==> config.mk <==
export PLATFORM = sky130hd
export DESIGN_NAME = alu_arbiter_flat
export DESIGN_NICKNAME = d
export VERILOG_FILES = /design/src/rtl/alu_pkg.sv /design/src/rtl/alu_arbiter_if.sv /design/src/rtl/alu_arbiter_rr_arb2.sv /design/src/rtl/alu_arbiter.sv /design/src/flat_wrapper.sv
export SDC_FILE = /design/constraint.sdc
export NUM_CORES = 1
export LEC_CHECK = 0
export ABC_CLOCK_PERIOD_IN_PS = 2200
export CAP_MARGIN = 20
export CORE_UTILIZATION = 38
export CTS_CLUSTER_SIZE = 12
export DETAILED_ROUTE_END_ITERATION = 16
export GPL_TIMING_DRIVEN = 0
export PLACE_DENSITY = 0.93
export SLEW_MARGIN = 20
export SYNTH_ARGS = -nofsm -noshare
export SYNTH_HDL_FRONTEND = slang
export SYNTH_SLANG_ARGS = --single-unit
==> constraint.sdc <==
create_clock -name clk -period 2.2 [get_ports clk]
set_input_delay 0.33 -clock clk [delete_from_list [all_inputs] [get_ports clk]]
set_output_delay 0.33 -clock clk [all_outputs]
set_load 0.01 [all_outputs]
==> src/rtl/alu_pkg.sv <==
// Shared types and widths for the two-requester ALU arbiter.
package alu_pkg;

    localparam int unsigned DATA_WIDTH  = 16;
    localparam int unsigned ALUOP_WIDTH = 3;

    typedef enum logic [1:0] {
        ST_IDLE  = 2'd0,
        ST_ISSUE = 2'd1,
        ST_RESP  = 2'd2
    } state_t;

    // One ALU operation as presented by a requester.
    typedef struct packed {
        logic [DATA_WIDTH-1:0]  opA;
        logic [DATA_WIDTH-1:0]  RegData;
        logic [DATA_WIDTH-1:0]  immData;
        logic                   ALUsrc;
        logic [ALUOP_WIDTH-1:0] ALUop;
    } alu_req_t;

endpackage

==> src/rtl/alu_arbiter_if.sv <==
// Requester, response and shared-ALU signals of the ALU arbiter.
interface alu_arbiter_if;
    import alu_pkg::*;

    logic                   req0_valid;
    logic                   req0_ready;
    logic [DATA_WIDTH-1:0]  req0_opA;
    logic [DATA_WIDTH-1:0]  req0_RegData;
    logic [DATA_WIDTH-1:0]  req0_immData;
    logic                   req0_ALUsrc;
    logic [ALUOP_WIDTH-1:0] req0_ALUop;

    logic                   req1_valid;
    logic                   req1_ready;
    logic [DATA_WIDTH-1:0]  req1_opA;
    logic [DATA_WIDTH-1:0]  req1_RegData;
    logic [DATA_WIDTH-1:0]  req1_immData;
    logic                   req1_ALUsrc;
    logic [ALUOP_WIDTH-1:0] req1_ALUop;

    logic                   resp0_valid;
    logic                   resp0_ready;
    logic                   resp1_valid;
    logic                   resp1_ready;
    logic [DATA_WIDTH-1:0]  resp_data;

    logic [DATA_WIDTH-1:0]  alu_opA;
    logic [DATA_WIDTH-1:0]  alu_RegData;
    logic [DATA_WIDTH-1:0]  alu_immData;
    logic                   alu_ALUsrc;
    logic [ALUOP_WIDTH-1:0] alu_ALUop;
    logic [DATA_WIDTH-1:0]  alu_result;

    modport slave (
        input  req0_valid, req0_opA, req0_RegData, req0_immData, req0_ALUsrc, req0_ALUop,
        input  req1_valid, req1_opA, req1_RegData, req1_immData, req1_ALUsrc, req1_ALUop,
        output req0_ready, req1_ready,
        output resp0_valid, resp1_valid, resp_data,
        input  resp0_ready, resp1_ready,
        output alu_opA, alu_RegData, alu_immData, alu_ALUsrc, alu_ALUop,
        input  alu_result
    );

    modport master (
        output req0_valid, req0_opA, req0_RegData, req0_immData, req0_ALUsrc, req0_ALUop,
        output req1_valid, req1_opA, req1_RegData, req1_immData, req1_ALUsrc, req1_ALUop,
        input  req0_ready, req1_ready,
        input  resp0_valid, resp1_valid, resp_data,
        output resp0_ready, resp1_ready,
        input  alu_opA, alu_RegData, alu_immData, alu_ALUsrc, alu_ALUop,
        output alu_result
    );

endinterface

==> src/rtl/alu_arbiter_rr_arb2.sv <==
// Two-way winner select: sole valid requester wins, pointer breaks ties.
module rr_arb2 (
    input  logic [1:0] valid,
    input  logic       ptr,
    output logic [1:0] grant_c
);

    always_comb begin
        grant_c = 2'b00;
        case (valid)
            2'b01:   grant_c = 2'b01;
            2'b10:   grant_c = 2'b10;
            2'b11:   grant_c = ptr ? 2'b10 : 2'b01;
            default: grant_c = 2'b00;
        endcase
    end

endmodule

==> src/rtl/alu_arbiter.sv <==
// Shares one external ALU between two requesters: accept, issue for one
// cycle, then hold the captured result until the granted requester takes it.
module alu_arbiter
    import alu_pkg::*;
(
    input  logic         clk,
    input  logic         rst,
    alu_arbiter_if.slave bus
);

    state_t     state;
    state_t     state_nxt;
    logic [1:0] req_valid;
    logic [1:0] grant;
    logic       ptr;
    logic       gnt_idx;
    logic       accept;
    logic       resp_done;

    alu_req_t   req0_f;
    alu_req_t   req1_f;
    alu_req_t   sel_f;
    alu_req_t   lat_f;
    alu_req_t   op_f;
    alu_req_t   alu_q;
    alu_req_t   alu_nxt;

    logic [1:0]            ready_c;
    logic [1:0]            respv_q;
    logic [1:0]            respv_nxt;
    logic [DATA_WIDTH-1:0] resp_data_q;

    assign req_valid = {bus.req1_valid, bus.req0_valid};

    assign req0_f = '{opA: bus.req0_opA, RegData: bus.req0_RegData,
                      immData: bus.req0_immData, ALUsrc: bus.req0_ALUsrc,
                      ALUop: bus.req0_ALUop};
    assign req1_f = '{opA: bus.req1_opA, RegData: bus.req1_RegData,
                      immData: bus.req1_immData, ALUsrc: bus.req1_ALUsrc,
                      ALUop: bus.req1_ALUop};
    assign sel_f  = grant[1] ? req1_f : req0_f;

    rr_arb2 u_rr_arb2 (
        .valid   (req_valid),
        .ptr     (ptr),
        .grant_c (grant)
    );

    // State register
    always_ff @(posedge clk) begin
        if (rst) begin
            state <= ST_IDLE;
        end else begin
            state <= state_nxt;
        end
    end

    // Next-state logic
    always_comb begin
        state_nxt = state;
        accept    = 1'b0;
        resp_done = 1'b0;
        case (state)
            ST_IDLE: begin
                accept = |grant;
                if (accept) state_nxt = ST_ISSUE;
            end
            ST_ISSUE: state_nxt = ST_RESP;
            ST_RESP: begin
                resp_done = gnt_idx ? bus.resp1_ready : bus.resp0_ready;
                if (resp_done) state_nxt = ST_IDLE;
            end
            default: state_nxt = ST_IDLE;
        endcase
    end

    // Output logic: ready is combinational, everything else is a next value
    always_comb begin
        ready_c   = 2'b00;
        op_f      = accept ? sel_f : lat_f;
        alu_nxt   = '0;
        respv_nxt = 2'b00;
        if (state == ST_IDLE && !rst) ready_c = grant;
        if (state_nxt == ST_ISSUE) alu_nxt = op_f;
        if (state_nxt == ST_RESP) respv_nxt[gnt_idx] = 1'b1;
    end

    // Latched request, pointer and registered outputs
    always_ff @(posedge clk) begin
        if (rst) begin
            lat_f       <= '0;
            gnt_idx     <= 1'b0;
            ptr         <= 1'b0;
            alu_q       <= '0;
            respv_q     <= 2'b00;
            resp_data_q <= '0;
        end else begin
            if (accept) begin
                lat_f   <= sel_f;
                gnt_idx <= grant[1];
            end
            if (resp_done) ptr <= ~gnt_idx;
            if (state == ST_ISSUE) resp_data_q <= bus.alu_result;
            alu_q   <= alu_nxt;
            respv_q <= respv_nxt;
        end
    end

    assign bus.req0_ready  = ready_c[0];
    assign bus.req1_ready  = ready_c[1];
    assign bus.resp0_valid = respv_q[0];
    assign bus.resp1_valid = respv_q[1];
    assign bus.resp_data   = resp_data_q;
    assign bus.alu_opA     = alu_q.opA;
    assign bus.alu_RegData = alu_q.RegData;
    assign bus.alu_immData = alu_q.immData;
    assign bus.alu_ALUsrc  = alu_q.ALUsrc;
    assign bus.alu_ALUop   = alu_q.ALUop;

endmodule

==> src/flat_wrapper.sv <==
// flat-port wrapper written by rule: the top's interface ports become plain ports
module alu_arbiter_flat import alu_pkg::*;
  (clk, rst, bus_req0_valid, bus_req0_opA, bus_req0_RegData, bus_req0_immData, bus_req0_ALUsrc, bus_req0_ALUop, bus_req1_valid, bus_req1_opA, bus_req1_RegData, bus_req1_immData, bus_req1_ALUsrc, bus_req1_ALUop, bus_req0_ready, bus_req1_ready, bus_resp0_valid, bus_resp1_valid, bus_resp_data, bus_resp0_ready, bus_resp1_ready, bus_alu_opA, bus_alu_RegData, bus_alu_immData, bus_alu_ALUsrc, bus_alu_ALUop, bus_alu_result);
  alu_arbiter_if bus_i ();
  input  logic clk;
  input  logic rst;
  input wire logic [$bits(bus_i.req0_valid)-1:0] bus_req0_valid;
  input wire logic [$bits(bus_i.req0_opA)-1:0] bus_req0_opA;
  input wire logic [$bits(bus_i.req0_RegData)-1:0] bus_req0_RegData;
  input wire logic [$bits(bus_i.req0_immData)-1:0] bus_req0_immData;
  input wire logic [$bits(bus_i.req0_ALUsrc)-1:0] bus_req0_ALUsrc;
  input wire logic [$bits(bus_i.req0_ALUop)-1:0] bus_req0_ALUop;
  input wire logic [$bits(bus_i.req1_valid)-1:0] bus_req1_valid;
  input wire logic [$bits(bus_i.req1_opA)-1:0] bus_req1_opA;
  input wire logic [$bits(bus_i.req1_RegData)-1:0] bus_req1_RegData;
  input wire logic [$bits(bus_i.req1_immData)-1:0] bus_req1_immData;
  input wire logic [$bits(bus_i.req1_ALUsrc)-1:0] bus_req1_ALUsrc;
  input wire logic [$bits(bus_i.req1_ALUop)-1:0] bus_req1_ALUop;
  output wire logic [$bits(bus_i.req0_ready)-1:0] bus_req0_ready;
  output wire logic [$bits(bus_i.req1_ready)-1:0] bus_req1_ready;
  output wire logic [$bits(bus_i.resp0_valid)-1:0] bus_resp0_valid;
  output wire logic [$bits(bus_i.resp1_valid)-1:0] bus_resp1_valid;
  output wire logic [$bits(bus_i.resp_data)-1:0] bus_resp_data;
  input wire logic [$bits(bus_i.resp0_ready)-1:0] bus_resp0_ready;
  input wire logic [$bits(bus_i.resp1_ready)-1:0] bus_resp1_ready;
  output wire logic [$bits(bus_i.alu_opA)-1:0] bus_alu_opA;
  output wire logic [$bits(bus_i.alu_RegData)-1:0] bus_alu_RegData;
  output wire logic [$bits(bus_i.alu_immData)-1:0] bus_alu_immData;
  output wire logic [$bits(bus_i.alu_ALUsrc)-1:0] bus_alu_ALUsrc;
  output wire logic [$bits(bus_i.alu_ALUop)-1:0] bus_alu_ALUop;
  input wire logic [$bits(bus_i.alu_result)-1:0] bus_alu_result;
  assign bus_i.req0_valid = bus_req0_valid;
  assign bus_i.req0_opA = bus_req0_opA;
  assign bus_i.req0_RegData = bus_req0_RegData;
  assign bus_i.req0_immData = bus_req0_immData;
  assign bus_i.req0_ALUsrc = bus_req0_ALUsrc;
  assign bus_i.req0_ALUop = bus_req0_ALUop;
  assign bus_i.req1_valid = bus_req1_valid;
  assign bus_i.req1_opA = bus_req1_opA;
  assign bus_i.req1_RegData = bus_req1_RegData;
  assign bus_i.req1_immData = bus_req1_immData;
  assign bus_i.req1_ALUsrc = bus_req1_ALUsrc;
  assign bus_i.req1_ALUop = bus_req1_ALUop;
  assign bus_req0_ready = bus_i.req0_ready;
  assign bus_req1_ready = bus_i.req1_ready;
  assign bus_resp0_valid = bus_i.resp0_valid;
  assign bus_resp1_valid = bus_i.resp1_valid;
  assign bus_resp_data = bus_i.resp_data;
  assign bus_i.resp0_ready = bus_resp0_ready;
  assign bus_i.resp1_ready = bus_resp1_ready;
  assign bus_alu_opA = bus_i.alu_opA;
  assign bus_alu_RegData = bus_i.alu_RegData;
  assign bus_alu_immData = bus_i.alu_immData;
  assign bus_alu_ALUsrc = bus_i.alu_ALUsrc;
  assign bus_alu_ALUop = bus_i.alu_ALUop;
  assign bus_i.alu_result = bus_alu_result;
  alu_arbiter u_core (.clk(clk), .rst(rst), .bus(bus_i));
endmodule
==> flow_summary.ini <==
[outcome]
status = completed

[clock_tree]
root_buffer = clkbuf_8
clkSinkCount = 74
clkLatencyLatePin_ns = 0.34
cts_buffer_depth = 2
cts.clk_slew.worst_paths_ns = 0.07
hold_buffers = 0
cts_tree = done
htree_levels = 3
cts_buffers = 9

[critical_path]
path_max_fanout = 7
arrival_ns = 1.71
regToRegEndpoint = u_core.bus.resp_data[11]
cp-end-kind = output pin
rrSetupSlack_ns = 0.75
critical_path_class = reg -> out
cp.required_ns = 1.87
reg2reg_from = u_core.state[0]
reg2regPathDepth = 5
start_kind = flop

[timing]
fmax_mhz = 490
setup_viol = 0
max-slew-margin-rel = 0.710
slew_viol_final = 0
finClkSkew_ns = 0.0120
fin_crit_ns = 2.04
setup-tns-final_ns = 0
period_share = 0.927
worst_pin_slew_ns = 0.424
rsz0062_at_grt = false
final-hold-violation-count = 0

[worst_hold_path]
min_from = u_core.bus.resp_data[7]
hp-class = reg -> reg
whs_path_depth = 2
min_to = u_core.bus.resp_data[7]

[synthesis]
ys_warn_count = 0
synth_area_mm2 = 0.00300
yosysSeqAreaShare = 0.494
syn-mean-instance-area_um2 = 8.58
synth_ff_type = dfxtp_1
synthArstFlopShare = 0
synth_cell_types = 28
ys_ff_latch = 74
synth_edf_count = 0
syn_nets = 476
synthCells = 350

[route]
routed_wl_um = 10300
via_count = 3430
first_iter_violations = 147
drt-pass1-iter-count = 4
drcViolationCount = 0
avgViaCountPerCell = 5.17
wire_per_inst_um = 15.5
drt.antenna.violating_nets = 0

[floorplan]
die_y_um = 90.9
die_x_um = 90.9
num_io_pins = 198
initial_core_util = 0.390
die_area_mm2 = 0.00826
fp.coreArea_mm2 = 0.00769
fp-row-count = 32

[placed_design]
hpwlAfterDp_um = 7910
place_area_mm2 = 0.00510
dp_cells = 649
port_buffers = 197
place.gp.congestion = 0.801

[global_routing]
grtUsageTotal = 0.252
grt_pass1_vias = 3427
grt_max_degree = 20
antenna_found_initial = 0
grt_pass1_wl_um = 16500
overflow = 0

[cells_and_area]
final_net_count = 684
drive_gt1_frac = 0.0961
area_growth_pct = 78.3
fill_cells = 603
fin_cells = 664
final_cell_area_mm2 = 0.00535
num_antenna_cells = 0

[pwr]
power.total_w = 0.00355
ir_worst_vdd_uv = 481
power_density_mw_per_mm2 = 662
leakagePower_nw = 2.01

[job]
cap_violations = 0
## worst max-delay path by stage
stage,start,end,cells after the start
finish,u_core.state[1],bus_req0_ready,3
global route,u_core.state[1],bus_req0_ready,3
CTS,bus_req0_valid,bus_req1_ready,6
detailed placement,bus_req1_valid,bus_req0_ready,6
global placement,bus_req1_valid,bus_req1_ready,5
floorplan,u_core.ptr,bus_req1_ready,4
## metrics by stage
step	hold slack (ns)	worst slack (ns)	utilization
floorplan	0.458	0.874	-
detailed placement	0.450	-0.131	0.664
CTS	0.459	0.00532	0.693
global placement	0.442	-0.140	0.664
global route	0.484	0.0518	0.696
finish	0.457	0.161	0.696
## report_power, final
| group | internal, W | switching [W] |
|---|---|---|
| Clock | 0.000697 | 0.000492 |
| Combinational | 0.000504 | 0.000363 |
| Sequential | 0.00145 | 0.0000417 |
## layout by cell type (no fill, tap or decap), drive strengths merged, types with 2 or more instances in the layout
| cell type | synthesis | final |
|---|---|---|
| and3 | 2 | 2 |
| dlymetal6s2s | 1 | 3 |
| nor2b | 3 | 3 |
| o21ai | 54 | 54 |
| inv | 3 | 4 |
| buf | 26 | 27 |
| or2 | 2 | 2 |
| clkbuf | 12 | 22 |
| nand2b | 4 | 4 |
| dfxtp | 74 | 74 |
| nor2 | 4 | 4 |
| a31oi | 28 | 28 |
| nand3 | 54 | 54 |
| a21oi | 43 | 43 |
| nor3 | 2 | 2 |
| bufinv | 0 | 2 |
| nand2 | 35 | 35 |
| clkdlybuf4s50 | 0 | 195 |
## cells by family after synthesis
logic type             after synthesis  share of synthesized area
and+or+nand+nor                    107                      0.181
AOI/OAI and AO/OA                  127                      0.226
buffers and inverters               42                      0.100
DFF                                 74                      0.494
## state kept, by name, summed over array words and instances (netlist names)
signal                  flops
u_core.bus.resp_data       16
u_core.bus.alu_ALUop        3
u_core.bus.alu_immData     16
u_core.gnt_idx              1
u_core.bus.alu_RegData     16
u_core.ptr                  1
u_core.state                2
u_core.respv_q              2
u_core.bus.alu_opA         16
u_core.bus.alu_ALUsrc       1
## cell usage after synthesis (3+ instances only)
master | instances | area share
dfxtp_1 | 74 | 0.49
o21ai_0 | 54 | 0.090
nand3_1 | 52 | 0.087
a21oi_1 | 43 | 0.072
nand2_1 | 34 | 0.043
a31oi_1 | 28 | 0.058
buf_2 | 17 | 0.028
clkbuf_1 | 9 | 0.011
buf_8 | 5 | 0.025
nand2b_1 | 4 | 0.0083
buf_6 | 3 | 0.011
clkbuf_8 | 3 | 0.014
inv_1 | 3 | 0.0038
## layer usage
metal	part of all wire	track usage
met2	0.51	0.451
met1	0.38	0.286
met3	0.075	0.0581
met4	0.027	0.103
met5	0	0
## cell type report
cell class,count,area [um2],area share
Buffer,38,290,0.0542
Clock buffer,11,151,0.0283
Clock inverter,4,73.8,0.0138
Inverter,3,11.3,0.00210
Multi-Input combinational cell,234,1230,0.230
Sequential cell,74,1480,0.277
Tap cell,102,128,0.0238
Timing Repair Buffer,198,1980,0.371
## critical path, stage by stage, from the launching register on
cell and delay [ns]:
dfxtp_1 0.40, nor3_4 0.25, and3_1 0.18, clkdlybuf4s50_1 0.55
## timing repair
| action | CTS | global route |
|---|---|---|
| gates cloned | 0 | 0 |
| setup buffers | 1 | 0 |
| pin swaps | 0 | 0 |
| resized for setup | 1 | 6 |
| setup endpoints to repair | 2 | 2 |
No activity file was read; power rests on OpenSTA's default activity.
